$ cat config.mk
export PLATFORM = sky130hd
export DESIGN_NAME = gpr_port_arbiter
export DESIGN_NICKNAME = d
export VERILOG_FILES = /design/src/rtl/gpr_port_arbiter.sv
export SDC_FILE = /design/constraint.sdc
export NUM_CORES = 1
export LEC_CHECK = 0
export BUFFER_PORTS_ARGS = -buffer_cell sky130_fd_sc_hd__buf_2
export CAP_MARGIN = 20
export CORE_ASPECT_RATIO = 0.8
export CORE_MARGIN = 1
export CORE_UTILIZATION = 47
export DETAILED_ROUTE_END_ITERATION = 16
export GPL_TIMING_DRIVEN = 1
export PLACE_DENSITY = 0.85
export SKIP_LAST_GASP = 1
export SLEW_MARGIN = 20
export SYNTH_ARGS = -nofsm -noshare
export SYNTH_HDL_FRONTEND = slang
export SYNTH_SLANG_ARGS = --single-unit
$ cat constraint.sdc
create_clock -name i_clk -period 2.95 [get_ports i_clk]
set_clock_uncertainty 0.2 [all_clocks]
set_input_delay 0.295 -clock i_clk [delete_from_list [all_inputs] [get_ports i_clk]]
set_output_delay 0.295 -clock i_clk [all_outputs]
set_load 0.1 [all_outputs]
$ cat src/rtl/gpr_port_arbiter.sv
// Shares the single-port GPR file between operand reads (rs1/rs2) and writebacks.
// Writebacks win the port unless a pending read has been starved STARVE_LIMIT times.
module gpr_port_arbiter #(
  parameter int unsigned REG_W        = 32,
  parameter int unsigned SEL_W        = 5,
  parameter int unsigned STARVE_LIMIT = 4
) (
  input  logic             i_clk,
  input  logic             i_rst_n,
  input  logic             i_rd_req_valid,
  output logic             o_rd_req_ready,
  input  logic [SEL_W-1:0] i_rs1,
  input  logic [SEL_W-1:0] i_rs2,
  input  logic             i_need_rs2,
  output logic             o_opnd_valid,
  input  logic             i_opnd_ready,
  output logic [REG_W-1:0] o_rs1_data,
  output logic [REG_W-1:0] o_rs2_data,
  input  logic             i_wb_valid,
  output logic             o_wb_ready,
  input  logic [SEL_W-1:0] i_wb_sel,
  input  logic [REG_W-1:0] i_wb_data,
  output logic [SEL_W-1:0] o_gpr_select,
  output logic             o_gpr_load,
  output logic [REG_W-1:0] o_gpr_wdata,
  input  logic [REG_W-1:0] i_gpr_rdata,
  output logic             o_busy
);

  localparam int unsigned CNT_W = $clog2(STARVE_LIMIT + 1);
  localparam logic [CNT_W-1:0] LIMIT_C = CNT_W'(STARVE_LIMIT);

  typedef enum logic [1:0] {IDLE, RD1, RD2, HOLD} state_e;

  state_e           state_q;
  logic [CNT_W-1:0] starve_q;
  logic [SEL_W-1:0] rs1_q, rs2_q;
  logic             need_q;
  logic [REG_W-1:0] rs1_data_q, rs2_data_q;

  logic reading;
  logic wb_grant;

  assign reading        = (state_q == RD1) || (state_q == RD2);
  assign o_rd_req_ready = i_rst_n && (state_q == IDLE);
  assign o_wb_ready     = i_rst_n && !(reading && (starve_q == LIMIT_C));
  assign wb_grant       = i_wb_valid && o_wb_ready;
  assign o_opnd_valid   = (state_q == HOLD);
  assign o_busy         = (state_q != IDLE);
  assign o_rs1_data     = rs1_data_q;
  assign o_rs2_data     = rs2_data_q;

  always_comb begin
    o_gpr_select = '0;
    o_gpr_load   = 1'b0;
    o_gpr_wdata  = '0;
    if (wb_grant) begin
      o_gpr_select = i_wb_sel;
      o_gpr_load   = (i_wb_sel != '0);
      o_gpr_wdata  = i_wb_data;
    end else if (state_q == RD1) begin
      o_gpr_select = rs1_q;
    end else if (state_q == RD2) begin
      o_gpr_select = rs2_q;
    end
  end

  always_ff @(posedge i_clk) begin
    if (!i_rst_n) begin
      state_q    <= IDLE;
      starve_q   <= '0;
      rs1_q      <= '0;
      rs2_q      <= '0;
      need_q     <= 1'b0;
      rs1_data_q <= '0;
      rs2_data_q <= '0;
    end else begin
      case (state_q)
        IDLE: begin
          starve_q <= '0;
          if (i_rd_req_valid) begin
            rs1_q      <= i_rs1;
            rs2_q      <= i_rs2;
            need_q     <= i_need_rs2;
            // x0 and unused rs2 resolve to zero here and never touch the port
            rs1_data_q <= '0;
            rs2_data_q <= '0;
            if (i_rs1 != '0)                      state_q <= RD1;
            else if (i_need_rs2 && i_rs2 != '0)   state_q <= RD2;
            else                                  state_q <= HOLD;
          end
        end
        RD1: begin
          if (wb_grant) begin
            starve_q <= starve_q + 1'b1;
          end else begin
            starve_q   <= '0;
            rs1_data_q <= i_gpr_rdata;
            state_q    <= (need_q && rs2_q != '0) ? RD2 : HOLD;
          end
        end
        RD2: begin
          if (wb_grant) begin
            starve_q <= starve_q + 1'b1;
          end else begin
            starve_q   <= '0;
            rs2_data_q <= i_gpr_rdata;
            state_q    <= HOLD;
          end
        end
        HOLD: begin
          starve_q <= '0;
          if (i_opnd_ready) state_q <= IDLE;
        end
        default: state_q <= IDLE;
      endcase
    end
  end

endmodule

# Yosys cells after proc, flatten, opt, wreduce, memory -nomap -nowiden
# Cells that the tools add are included.
# word_totals
ff_bits	80
inputBits	85
output_inout_bits	106
word_cells	57
# op_classes
addsub	1
n_eq_ne	8
muxes	19
reduce_logical	22
# op_table
cell	n
$pmux 32 s2	2
$mux 32	3
$reduce_bool 5->1	4
$mux 5	3
$mux 2	5
$pmux 2 s4	1
$logic_and 1x1->1	6
$ne 2x2->1 const B	3
$pmux 3 s2	1
$reduce_and 3->1	2
$reduce_bool 2->1	3
$eq 2x2->1 const B	2
$reduce_and 4->1	1
$reduce_or 2->1	2
$add 3x1->3 const B	1
$eq 3x3->1 const B	1
$mux 1	3
$mux 3	1
$eq 2x1->1 const B	1
$logic_not 2->1	1
$ne 2x1->1 const B	1
$reduce_and 2->1	1
$logic_not 1->1	1
$logic_or 1x1->1	1

# Depth between registers and ports, before layout
# depth
word_depth	8
depth_mapped	8

# Worst setup path before layout
# No wires, ideal clock.
# synth_path
kind	flip-flop to output port
from	register state_q[0]
to	output o_gpr_select[0]
arrival_time_ps	3443
t_required_ps	2455
path_slack_ps	-988
stages_incl_launch_ff	8
n_path_buf	2
path_cell_list	dfxtp_1 inv_1 ha_1 and3_4 nor3b_2 buf_4 buf_2 o21ai_0
# synth_via
elab_chain_len	7
elab_cells_between_ends	10
cone_classes	eq/ne: 2; mux: 3; reduce/logical: 5
# synth_rtl
item	line_no	text
start: declaration	35	state_e state_q;
start signal: assignment	99	state_q <= (need_q && rs2_q != '0) ? RD2 : HOLD;
$eq 2x1->1 / $eq 2x2->1 (equally long branches)	44, 61, 63	
$logic_or 1x1->1	44	assign reading = (state_q == RD1) || (state_q == RD2);
$logic_and 1x1->1	46	assign o_wb_ready = i_rst_n && !(reading && (starve_q == LIMIT_C));
$logic_not 1->1	46	
$logic_and 1x1->1	46	
$logic_and 1x1->1	47	assign wb_grant = i_wb_valid && o_wb_ready;
$mux 5 (*)	57	if (wb_grant) begin
end: declaration	23	output logic [SEL_W-1:0] o_gpr_select,
# Every way passes the cells marked *; elsewhere a longest branch is shown, timed or not.

# Final worst setup path
# layout_path
from	register state_q[0]
to	output o_gpr_select[3]
# The elaborated chain is that of the path after synthesis.

==> summary.log <==
[status] result of the run finished, final reports clean
[grt] vias in the first global route 3501
[routing] Met2 Wirelength 5.854 mm
[power] leakage power of the design 2.438 nW
[synth] post-synthesis sequential area ratio 48.28%
[setup_path] startpoint-to-endpoint class of the critical path flip-flop to primary output
[placement] count of buffers from port buffering 190
[final_layout] Layout fillers 445
[setup_path] crit-path max cell delay 0.48 ns
[setup_path] sort of element at the start of the critical path flip-flop
[synth] number of flops mapped to enable cells by yosys 0
[clock_tree] number of H-tree levels 3
[routing] WL per Instance 16.61 um
[clock_tree] clock tree from TritonCTS built
[grt] pin count of the biggest net entering global routing 49
[routing] wire length reported by the detailed router 11.44 mm
[setup_path] start of the worst register-to-register path state_q[0]$_SDFFE_PN0P_
[min_path] type of the most critical hold path input pin to flip-flop
[power] cell-internal power 2.186 mW
[sta] post-route worst setup slack 0.01097 ns
[final_layout] most common cell after layout, fill and taps aside buf_2
[synth] post-synthesis cell area 3317 um2
[grt] GR Util All Layers 28.49%
[power] share of power burned in combinational logic 52.8%
[setup_path] CP Max Fanout 11
[setup_path] Crit path arrival time 2.44 ns
[grt] total gr overflow 0
[grt] wire length of the first global-routing pass 16.38 mm
[synth] post-synth net total 469
[setup_path] Crit path required time 2.46 ns
[routing] total DRC errors in the routed layout 0
[floorplanning] Initial Utilization 50.23%
[power] sequential fraction of design power 28.9%
[final_layout] total area of multi-input combinational cells 1548 um2
[power] clock power share 18.4%
[setup_path] worst path cell trace inv_1 > ha_4 > and3_4 > nor3b_4 > buf_6 > nand2_1 > o21ai_1 > buf_6
[setup_path] Reg2Reg Capture Point o_rs2_data[12]$_SDFFE_PN0P_
[clock_tree] buffer depth of the longest clock path 2
[sta] time the final worst path needs with I/O delays and setup 2.939 ns
[sta] final worst path period share 99.63%
[run] count of maximum capacitance violations 0
[min_path] hold path startpoint i_gpr_rdata[19]
[setup_path] setup slack of the most critical reg-to-reg path 0.42 ns
[power] VDD IR max 0.6293 mV
[synth] post-synthesis cell count 377
[final_layout] net count of the finished layout 692
[routing] routed vias 3814
[power] switching power as a share of total power 52.65%
[clock_tree] Skew-Pair Late Insertion Delay 0.34 ns
[clock_tree] number of buffers created by CTS 9
[synth] flop and latch count out of synthesis 80
[setup_path] Max stage delay cell, worst path nor3b_4
[routing] highest metal used met4
[final_layout] post-route non-filler standard cell count 689
[routing] Pre-Repair DR Iteration Count 6
[floorplanning] DIE WIDTH 95.93 um
[clock_tree] Sinks on Clock Net 80
[sta] final max-slew violation count 0
[sta] number of hold violations in the final report 0
[sta] Final Setup Violations 0
[routing] routed length on met3 927 um
[routing] routed length on met1 4.375 mm
[routing] post-route ant nets 0
[placement] count of placed standard cells including taps 629
[synth] commonest register cell after synthesis dfxtp_1
[clock_tree] cell at the root of the clock tree clkbuf_8
[floorplanning] Die H 77.14 um
[setup_path] length in cells of the worst reg-to-reg path 8
[synth] warning count from the yosys run 0
[sta] highest achievable clock rate 340.2 MHz
[final_layout] area used by sequential logic in the layout 1604 um2
[synth] post-synthesis cell type count 37
[floorplanning] Boundary Pins 191
[final_layout] commonest non-fill, non-tap cells in the layout buf_2 (152), dfxtp_1 (78), nand2_1 (62)
[placement] placer's final routability congestion estimate 0.8462
[setup_path] CP Buf/Inv Count 3
[sta] hold slack final 0.02086 ns
[placement] post-DP HPWL 6.846 mm
[setup_path] Critical Path Sink Type primary output
[sta] Slew Limit Headroom 44.51%
[routing] ratio of routed vias to standard cells 5.536
[synth] fraction of synthesis flops using an asynchronous set or reset pin 0%
[sta] Worst-Margin Slew 0.8304 ns
[floorplanning] overall die area 7400 um2
[min_path] end of the worst hold path o_rs2_data[19]$_SDFFE_PN0P_
[floorplanning] std cell rows 26
[min_path] number of cells on the worst hold path 2
[placement] Worst Setup Slack post-DPL 0.2858 ns
[routing] starting DRC count in detailed routing 254
[power] Net Sw Power 2.431 mW
[grt] antenna violations before repair 0
[clock_tree] clock slew at the register clock pins of the worst setup and hold paths 0.08 ns
[power] power density relative to cell area 892.9 nW/um2
[final_layout] layout overhead on the synthesized area 55.90%
[floorplanning] core area 6604 um2
[final_layout] fraction of final layout cells with drive strength greater than 1 38.02%
[setup_path] cell repeated most along the worst path buf_6
[setup_path] CP top delay family simple AND/OR/NAND/NOR gates
[synth] Synth Area per Inst 8.798 um2
[final_layout] number of antenna cells inserted 0
power groups by stage:
stage | Combinational [mW] | Clock (mW) | Sequential (mW)
floorplan | 1.09 | 0 | 2.16
global placement | 2.25 | 0 | 1.34
detailed placement | 2.28 | 0 | 1.35
CTS | 2.35 | 0.859 | 1.33
global route | 2.54 | 0.921 | 1.35
finish | 2.44 | 0.848 | 1.33
worst max path at each step:
stage / from / to / slack (ns) / depth (start not counted)
4_1_cts: state_q[0]$_SDFFE_PN0P_ / o_gpr_wdata[12] / 0.02 / 7
5_1_grt: state_q[0]$_SDFFE_PN0P_ / o_gpr_select[3] / -0.08 / 8
2_1_floorplan: state_q[0]$_SDFFE_PN0P_ / o_gpr_select[0] / -0.23 / 7
6_report: state_q[0]$_SDFFE_PN0P_ / o_gpr_select[3] / 0.01 / 8
3_3_place_gp: state_q[0]$_SDFFE_PN0P_ / o_gpr_wdata[20] / 0.42 / 7
3_5_place_dp: state_q[0]$_SDFFE_PN0P_ / o_gpr_wdata[12] / 0.29 / 7
cell usage after synthesis, drive strengths merged, types with 3 or more instances:
| cell | n | area (um2) |
|---|---|---|
| dfxtp | 80 | 1602 |
| nand2 | 62 | 232.7 |
| a21oi | 48 | 240.2 |
| nand3 | 34 | 170.2 |
| and2 | 33 | 206.5 |
| a22o | 32 | 280.3 |
| buf | 22 | 132.6 |
| inv | 9 | 33.78 |
| o21ai | 8 | 40.04 |
| and3 | 7 | 48.80 |
| clkbuf | 7 | 26.28 |
| ha | 7 | 87.58 |
| nor2 | 6 | 30.03 |
| nor3 | 3 | 15.01 |
cells by family after synthesis:
logic type / after synthesis / synth area share [%]
compound gates: 98 / 19.84
xor+xnor: 1 / 0.2641
fa+ha+maj: 7 / 2.640
buf+inv: 38 / 5.809
flops: 80 / 48.28
simple gates: 153 / 23.16
layout make-up:
class / instances / area share (%)
Multi-Input combinational cell: 259 / 29.93
Clock buffer: 10 / 2.662
Timing Repair Buffer: 241 / 32.25
Sequential cell: 80 / 31.02
Tap cell: 84 / 2.032
Inverter: 9 / 0.6533
Clock inverter: 6 / 1.452
per-stage QoR:
stage | util, % | total power, mW | setup TNS, ns | instance area, um2
after floorplan | - | 3.246 | -0.9315 | 3323
after global placement | 64.99 | 3.594 | 0 | 4292
after detailed placement | 64.99 | 3.630 | 0 | 4292
after CTS | 75.71 | 4.532 | 0 | 5000
after global routing | 78.31 | 4.815 | -0.4130 | 5171
final | 78.31 | 4.617 | 0 | 5171
layer usage:
metal	up-vias	global-route usage, %
li1	1748	-
met1	1801	32.72
met3	41	7.837
met5	-	0
met4	0	9.851
met2	224	50.07
state kept, by name (all words and copies together), names as in the netlist:
signal      cells
starve_q        3
rs2_q           5
state_q         2
rs1_q           5
o_rs1_data     32
o_rs2_data     32
need_q          1
repair_timing:
action                     4_1_cts  5_1_grt
gates cloned                     0        3
hold buffers                    40        0
setup endpoints to repair       38       38
resized for setup               38       30
hold endpoints to repair        40        0
pin swaps                        0        1
setup buffers                    0        1
Note: power is estimated with default switching activity, not from simulation.
